[config.mk]
export PLATFORM = sky130hd
export DESIGN_NAME = phase_osc_gen
export DESIGN_NICKNAME = d
export VERILOG_FILES = /design/src/rtl/phase_osc_gen.sv
export SDC_FILE = /design/constraint.sdc
export NUM_CORES = 1
export LEC_CHECK = 0
export ABC_AREA = 1
export BUFFER_PORTS_ARGS = -buffer_cell sky130_fd_sc_hd__buf_2
export CORE_MARGIN = 10
export CORE_UTILIZATION = 50
export DETAILED_ROUTE_END_ITERATION = 7
export PLACE_DENSITY = 0.74
export SLEW_MARGIN = 25
export SYNTH_ARGS = -nofsm -noshare
export SYNTH_HDL_FRONTEND = slang
export SYNTH_SLANG_ARGS = --single-unit
[constraint.sdc]
create_clock -name sclk -period 1.5 [get_ports sclk]
set_input_delay 0 -clock sclk [delete_from_list [all_inputs] [get_ports sclk]]
set_output_delay 0 -clock sclk [all_outputs]
set_load 0.01 [all_outputs]
[src/rtl/phase_osc_gen.sv]
// Phase-offset square-wave generator for one oscillator neuron: a 50% duty output whose
// rising edge sits 'phase' steps after the shared step count wraps, retimed only at period ends.
module phase_osc_gen #(
    parameter int PW   = 4,
    parameter int DIV  = 1,
    parameter int DIVW = 4
) (
    input  logic          sclk,
    input  logic          re_n,
    input  logic          en,
    input  logic          ld,
    input  logic [PW-1:0] phi_in,
    output logic          nout,
    output logic          sof,
    output logic [PW-1:0] phase,
    output logic          pend
);

    typedef enum logic [1:0] {
        IDLE = 2'd0,
        RUN  = 2'd1,
        STOP = 2'd2
    } state_t;

    localparam logic [DIVW-1:0] PCNT_LAST = DIVW'(DIV - 1);
    localparam logic [PW-1:0]   CNT_LAST  = '1;

    state_t          state_q, state_d;
    logic [DIVW-1:0] pcnt_q, pcnt_d;
    logic [PW-1:0]   cnt_q, cnt_d;
    logic            nout_q, nout_d;
    logic            sof_q, sof_d;
    logic [PW-1:0]   phase_q, phase_d;
    logic [PW-1:0]   preg_q, preg_d;
    logic            pend_q, pend_d;

    logic            tick;
    logic            wrap;
    logic            apply;
    logic [PW-1:0]   diff;

    // NOTE: every signal gets a default before any branch, so no path leaves one unassigned and no latch is inferred.
    always_comb begin
        state_d = state_q;
        pcnt_d  = pcnt_q;
        cnt_d   = cnt_q;
        nout_d  = nout_q;
        preg_d  = preg_q;
        phase_d = phase_q;
        pend_d  = pend_q;

        tick  = (state_q != IDLE) && (pcnt_q == PCNT_LAST);
        wrap  = tick && (cnt_q == CNT_LAST);
        diff  = cnt_q - phase_q;
        // In IDLE a pending phase is taken at once; while running only at the period boundary.
        apply = pend_q && ((state_q == IDLE) || ((state_q == RUN) && wrap));
        sof_d = wrap;

        case (state_q)
            IDLE: begin
                pcnt_d = '0;
                cnt_d  = '0;
                nout_d = 1'b0;
                if (en) state_d = RUN;
            end
            RUN, STOP: begin
                pcnt_d = tick ? '0 : pcnt_q + 1'b1;
                cnt_d  = cnt_q + PW'(tick);
                nout_d = ~diff[PW-1];
                if (state_q == RUN) begin
                    if (!en) state_d = STOP;
                end else if (en) begin
                    state_d = RUN;
                end else if (wrap) begin
                    state_d = IDLE;
                end
            end
            default: state_d = IDLE;
        endcase

        if (apply) phase_d = preg_q;
        if (ld) begin
            preg_d = phi_in;
            pend_d = 1'b1;
        end else if (apply) begin
            pend_d = 1'b0;
        end
    end

    // NOTE: state registers use non-blocking assignments so every flop samples pre-edge values.
    always_ff @(posedge sclk or negedge re_n) begin
        if (!re_n) begin
            state_q <= IDLE;
            pcnt_q  <= '0;
            cnt_q   <= '0;
            nout_q  <= 1'b0;
            sof_q   <= 1'b0;
            phase_q <= '0;
            preg_q  <= '0;
            pend_q  <= 1'b0;
        end else begin
            state_q <= state_d;
            pcnt_q  <= pcnt_d;
            cnt_q   <= cnt_d;
            nout_q  <= nout_d;
            sof_q   <= sof_d;
            phase_q <= phase_d;
            preg_q  <= preg_d;
            pend_q  <= pend_d;
        end
    end

    assign nout  = nout_q;
    assign sof   = sof_q;
    assign phase = phase_q;
    assign pend  = pend_q;

endmodule

[Word level (Yosys, flattened, before mapping)]
Cells that the tools add are included.
Word-level totals
  bits in registers: 21
  output and inout port bits: 7
Operators by class
  reductions and logical operators: 12
  muxes and demuxes: 12
  equal/unequal tests: 6
  $add $sub $neg: 3
  bitwise gates (word level): 1
Operators with widths (number)
  4-bit case mux with 2 select lines: 2
  2-bit 2-to-1 mux: 5
  2-bit nonzero test: 3
  4-bit by 1-bit adder with 4-bit output: 1
  4-bit by 1-bit adder with 4-bit output (second input constant): 1
  4-bit == test (second input constant): 1
  1-bit logical AND: 4
  4-bit logical NOT: 1
  4-bit 2-to-1 mux: 1
  4-bit inequality test (second input constant): 1
  2-bit case mux with 2 select lines: 1
  4-bit subtractor: 1
  3-bit inequality test (second input constant): 1
  3-bit AND reduction: 1
  2-bit by 1-bit == test with 1-bit output (second input constant): 1
  2-bit == test (second input constant): 1
  2-bit logical NOT: 1
  1-bit 2-to-1 mux: 2
  2-bit inequality test (second input constant): 1
  1-bit case mux with 2 select lines: 1
  2-bit OR reduction: 1
  1-bit logical OR: 1
  1-bit NOT: 1

[Depth between registers and ports, before layout]
  word-level depth: 8
  depth in mapped cells: 10

[Worst setup path before layout]
Ideal clock, no wire load.
  path kind: register to register
  start point: register state_q[0]
  end point: register cnt_q[1]
  clock period less this slack: 1.576 ns
  path buffers: 0
  setup slack: -0.076 ns
  data arrival time: 1.455 ns
  stages on the path, launching flop included: 9
  required time: 1.379 ns
  path through: dfrtp_1 -> inv_1 -> ha_1 -> clkinv_2 -> nand2_2 -> nor2_4 -> ha_1 -> ha_1 -> a22o_1
On the way
  longest elaborated chain between the ends: 4
Ends and longest elaborated chain
  start, declared: RTL line 28  | state_t state_q, state_d;
  start signal, assigned: RTL line 102  | state_q <= state_d;
  2-bit nonzero test: RTL line 52  | tick = (state_q != IDLE) && (pcnt_q == PCNT_LAST);
  1-bit logical AND: RTL line 52
  4-bit by 1-bit adder with 4-bit output: RTL line 68  | cnt_d = cnt_q + PW'(tick);
  4-bit case mux with 2 select lines: RTL line 59  | case (state_q)
  end signal, assigned: RTL line 104  | cnt_q <= cnt_d;
  end, declared: RTL line 30  | logic [PW-1:0] cnt_q, cnt_d;
Parallel ways exist; a longest one is shown, timed or not.
A chain may end at the register's enable or synchronous reset.

[Worst setup path in the final report]
  start point: register pcnt_q[1]
  end point: register cnt_q[1]
On the way
  longest elaborated chain between the ends: 4
Ends and longest elaborated chain
  start, declared: RTL line 29  | logic [DIVW-1:0] pcnt_q, pcnt_d;
  start signal, assigned: RTL line 103  | pcnt_q <= pcnt_d;
  4-bit logical NOT: RTL line 52
  1-bit logical AND: RTL line 52
  4-bit by 1-bit adder with 4-bit output: RTL line 68
  4-bit case mux with 2 select lines: RTL line 59
Every way passes these cells.

==> flow_summary.json <==
{
  "cts_buffers": 3,
  "synth.distinct_cells": 19,
  "chip_height_um": 67.2,
  "fin_crit_ns": 1.52,
  "setup_viol": 1,
  "utilization_pct": 71.6,
  "drtAntennaViolNets": 0,
  "grt_pass1_wl_um": 4270,
  "post-synth-top-count-cell": "sky130_fd_sc_hd__nand2_1",
  "tns_setup_ns": -0.0196,
  "fillers": 156,
  "cts.sink_count": 21,
  "worstPathArrival_ns": 1.74,
  "setup_slack_ns": -0.0196,
  "worst_path_dominant_cell_family": "adder cells",
  "routed_wire_length_per_instance_um": 14.1,
  "p_per_area_mw_per_mm2": 1820,
  "dr.first_iter.drc_count": 49,
  "path_cells": "inv_2 > ha_4 > nand2_4 > nor2_4 > ha_4 > ha_4 > a22o_1",
  "dp_hpwl_um": 1760,
  "antenna_found_initial": 0,
  "global_route_total_overflow": 0,
  "row_cnt": 17,
  "syn-instance-count": 129,
  "area_of_placed_instances_sq_mm": 0.00129,
  "floorplan_die_area_sq_mm": 0.00451,
  "floorplan.die.width_um": 67.2,
  "synth.top_cell.area_share_pct": 47.2,
  "synth_edf_count": 0,
  "groute.usage.overall_pct": 12.2,
  "ir_drop_mv": 1.03,
  "syn_area_sq_mm": 0.00111,
  "cts.root.buffer_cell": "sky130_fd_sc_hd__clkbuf_4",
  "route.detailed.vias_per_inst": 5.06,
  "async_reset_ff_share_pct": 100,
  "timing.max_cap.violations": 0,
  "worst-endpoint-required_ns": 1.72,
  "cts_buffer_depth": 2,
  "ioPinCount": 15,
  "cp-startpoint": "pcnt_q[1]",
  "cp_slowest_stage_delay_ns": 0.43,
  "max_slew_margin_pct": 68.9,
  "floorplan.initialDensity_pct": 51.3,
  "start_of_the_worst_register_to_register_path": "pcnt_q[1]",
  "failing_checks": "setup timing",
  "timing.clock.skew_ns": 0.00620,
  "place.gp.congestion": 0.868,
  "hold_path_startpoint": "en",
  "port_buf_inserts": 14,
  "synth.yosys.seq_area_share_pct": 47.2,
  "synthesis.area_per_instance_sq_um": 8.63,
  "cts_tree": "done",
  "wirelength_um": 2800,
  "synth-seq-cells": 21,
  "synth_top_cells_by_count": "sky130_fd_sc_hd__nand2_1 (38), sky130_fd_sc_hd__dfrtp_1 (21), sky130_fd_sc_hd__inv_1 (13)",
  "via_count_of_the_first_global_routing_pass": 1003,
  "drt_drc_violations_left": 0,
  "clkTransAtPathRegs_ns": 0.12,
  "antenna-diode-count": 0,
  "path_common_cell": "sky130_fd_sc_hd__ha_4",
  "yosys_most_used_dff": "sky130_fd_sc_hd__dfrtp_1",
  "clk-insertion-delay-late_ns": 0.32,
  "yosysTopAreaCell": "sky130_fd_sc_hd__dfrtp_1",
  "synthToLayoutAreaGrowth_pct": 39.6,
  "setup.worst_path.end_class": "flip-flop",
  "post_route_cells_drive_above_1_share_pct": 34.5,
  "worst_slew_pin_slew_ns": 0.466,
  "dp_slack_ns": -0.0358,
  "pin_count_of_the_biggest_net_entering_global_routing": 22,
  "finalPower_uw": 2830,
  "max_freq_mhz": 658,
  "startpoint_type": "flip-flop",
  "path_buf_inv": 1,
  "ys.warnings.count": 0,
  "layout.nets": 190,
  "core_region_area_sq_mm": 0.00217,
  "post-route-period-util_pct": 101,
  "mappedNetlistNets": 147,
  "rsz0062_at_grt": "true",
  "drt_pre_antenna_iters": 4,
  "vias": 1007,
  "slowest_stage": "sky130_fd_sc_hd__dfrtp_1",
  "setup.worst_path.class": "reg2reg",
  "cellLeakagePower_uw": 0.000781,
  "h-tree-depth": 1,
  "worstHoldPathType": "in2reg",
  "synth.top_cells.by_area": "sky130_fd_sc_hd__dfrtp_1 (47%), sky130_fd_sc_hd__nand2_1 (13%), sky130_fd_sc_hd__ha_1 (11%)",
  "final_hold_viol_count": 0,
  "slew_viol_final": 0,
  "design_area_sq_mm": 0.00155,
  "outcome": "finished, violations left",
  "critPathMaxFanout": 3
}
-- worst min-delay path: stages --
cell and delay [ns]:
sky130_fd_sc_hd__buf_2 0.10, sky130_fd_sc_hd__a21oi_1 0.10, sky130_fd_sc_hd__nand3_1 0.09, sky130_fd_sc_hd__nand2_1 0.06
-- where the power goes --
part,internal [uW],switching [uW]
combinational,789,892
sequential,720,142
clock,100,190
-- final cells by class --
| class | instances | area, sq um | share of cell area (%) |
|---|---|---|---|
| clock inverter | 1 | 5.00 | 0.322 |
| tap | 28 | 35.0 | 2.25 |
| clock buffer | 3 | 22.5 | 1.45 |
| timing repair buffer | 38 | 279 | 18.0 |
| inverter | 16 | 65.1 | 4.19 |
| sequential | 21 | 526 | 33.8 |
| multi-input combinational | 92 | 622 | 40.0 |
-- cells by family (layout without fill, tap and decap cells) --
group           count (synthesis)  in the layout  synth area share [%]
compound gates                 13             13                  6.29
xor+xnor                        3              3                  2.36
fa+ha+maj                      10             10                  11.2
buf+inv                        16             58                  5.51
flops                          21             21                  47.2
simple gates                   66             66                  27.4
-- final timing paths --
check	to	slack (ns)	cells past startpoint
worst max-delay path	cnt_q[1]	-0.02	7
worst min-delay path	state_q[0]	0.06	4
worst max register to register	cnt_q[1]	-0.02	7
worst min register to register	preg_q[1]	0.49	2
max in group asynchronous	state_q[0]	1.03	2
min in group asynchronous	nout	0.14	2
-- through the flow --
| step | cells | hold slack [ns] |
|---|---|---|
| after global placement | 176 | -0.0216 |
| after global routing | 199 | 0.0718 |
| final | 199 | 0.0584 |
| after CTS | 191 | 0.0397 |
| after floorplan | 129 | -0.296 |
| after detailed placement | 176 | -0.0173 |
-- registers in the layout (all words and copies together) (netlist names) --
name / cells
pcnt_q: 4
sof: 1
preg_q: 4
state_q: 2
nout: 1
phase: 4
cnt_q: 4
pend: 1
-- per-layer routing --
| layer | vias up | global-route usage (%) | wire length, um |
|---|---|---|---|
| met3 | 7 | 2.31 | 126 |
| met2 | 23 | 21.3 | 1460 |
| met5 | - | 0 | 0 |
| li1 | 495 | - | - |
| met1 | 482 | 13.8 | 1150 |
| met4 | 0 | 6.15 | 57 |
-- what timing repair did --
item,in CTS,in global routing
setup buffers,1,8
pin swaps,1,3
endpoints found under the setup margin,7,9
hold buffers,10,0
gates resized for setup,6,12
hold endpoints to repair,26,0
-- placed cells by master, fill, tap and decap left out --
cell type	count
sky130_fd_sc_hd__nand2_1	34
sky130_fd_sc_hd__dfrtp_1	21
sky130_fd_sc_hd__buf_2	14
sky130_fd_sc_hd__buf_4	13
sky130_fd_sc_hd__nand3_1	11
sky130_fd_sc_hd__dlygate4sd3_1	10
sky130_fd_sc_hd__inv_1	9
sky130_fd_sc_hd__a21oi_1	7
sky130_fd_sc_hd__nand2_2	6
sky130_fd_sc_hd__inv_2	6
sky130_fd_sc_hd__ha_1	6
sky130_fd_sc_hd__nor2_1	5
sky130_fd_sc_hd__o21ai_0	4
sky130_fd_sc_hd__ha_4	4
sky130_fd_sc_hd__nand2_4	3
sky130_fd_sc_hd__clkbuf_4	3
sky130_fd_sc_hd__nor2_4	2
sky130_fd_sc_hd__xnor2_1	2
sky130_fd_sc_hd__clkinv_4	1
sky130_fd_sc_hd__nand3_2	1
sky130_fd_sc_hd__and3_4	1
sky130_fd_sc_hd__nor3_2	1
sky130_fd_sc_hd__a22o_1	1
sky130_fd_sc_hd__nand3_4	1
sky130_fd_sc_hd__xor2_1	1
sky130_fd_sc_hd__o22ai_1	1
sky130_fd_sc_hd__nor2_2	1
sky130_fd_sc_hd__clkinv_2	1
sky130_fd_sc_hd__buf_6	1
Note: power is estimated with default switching activity, not from simulation.
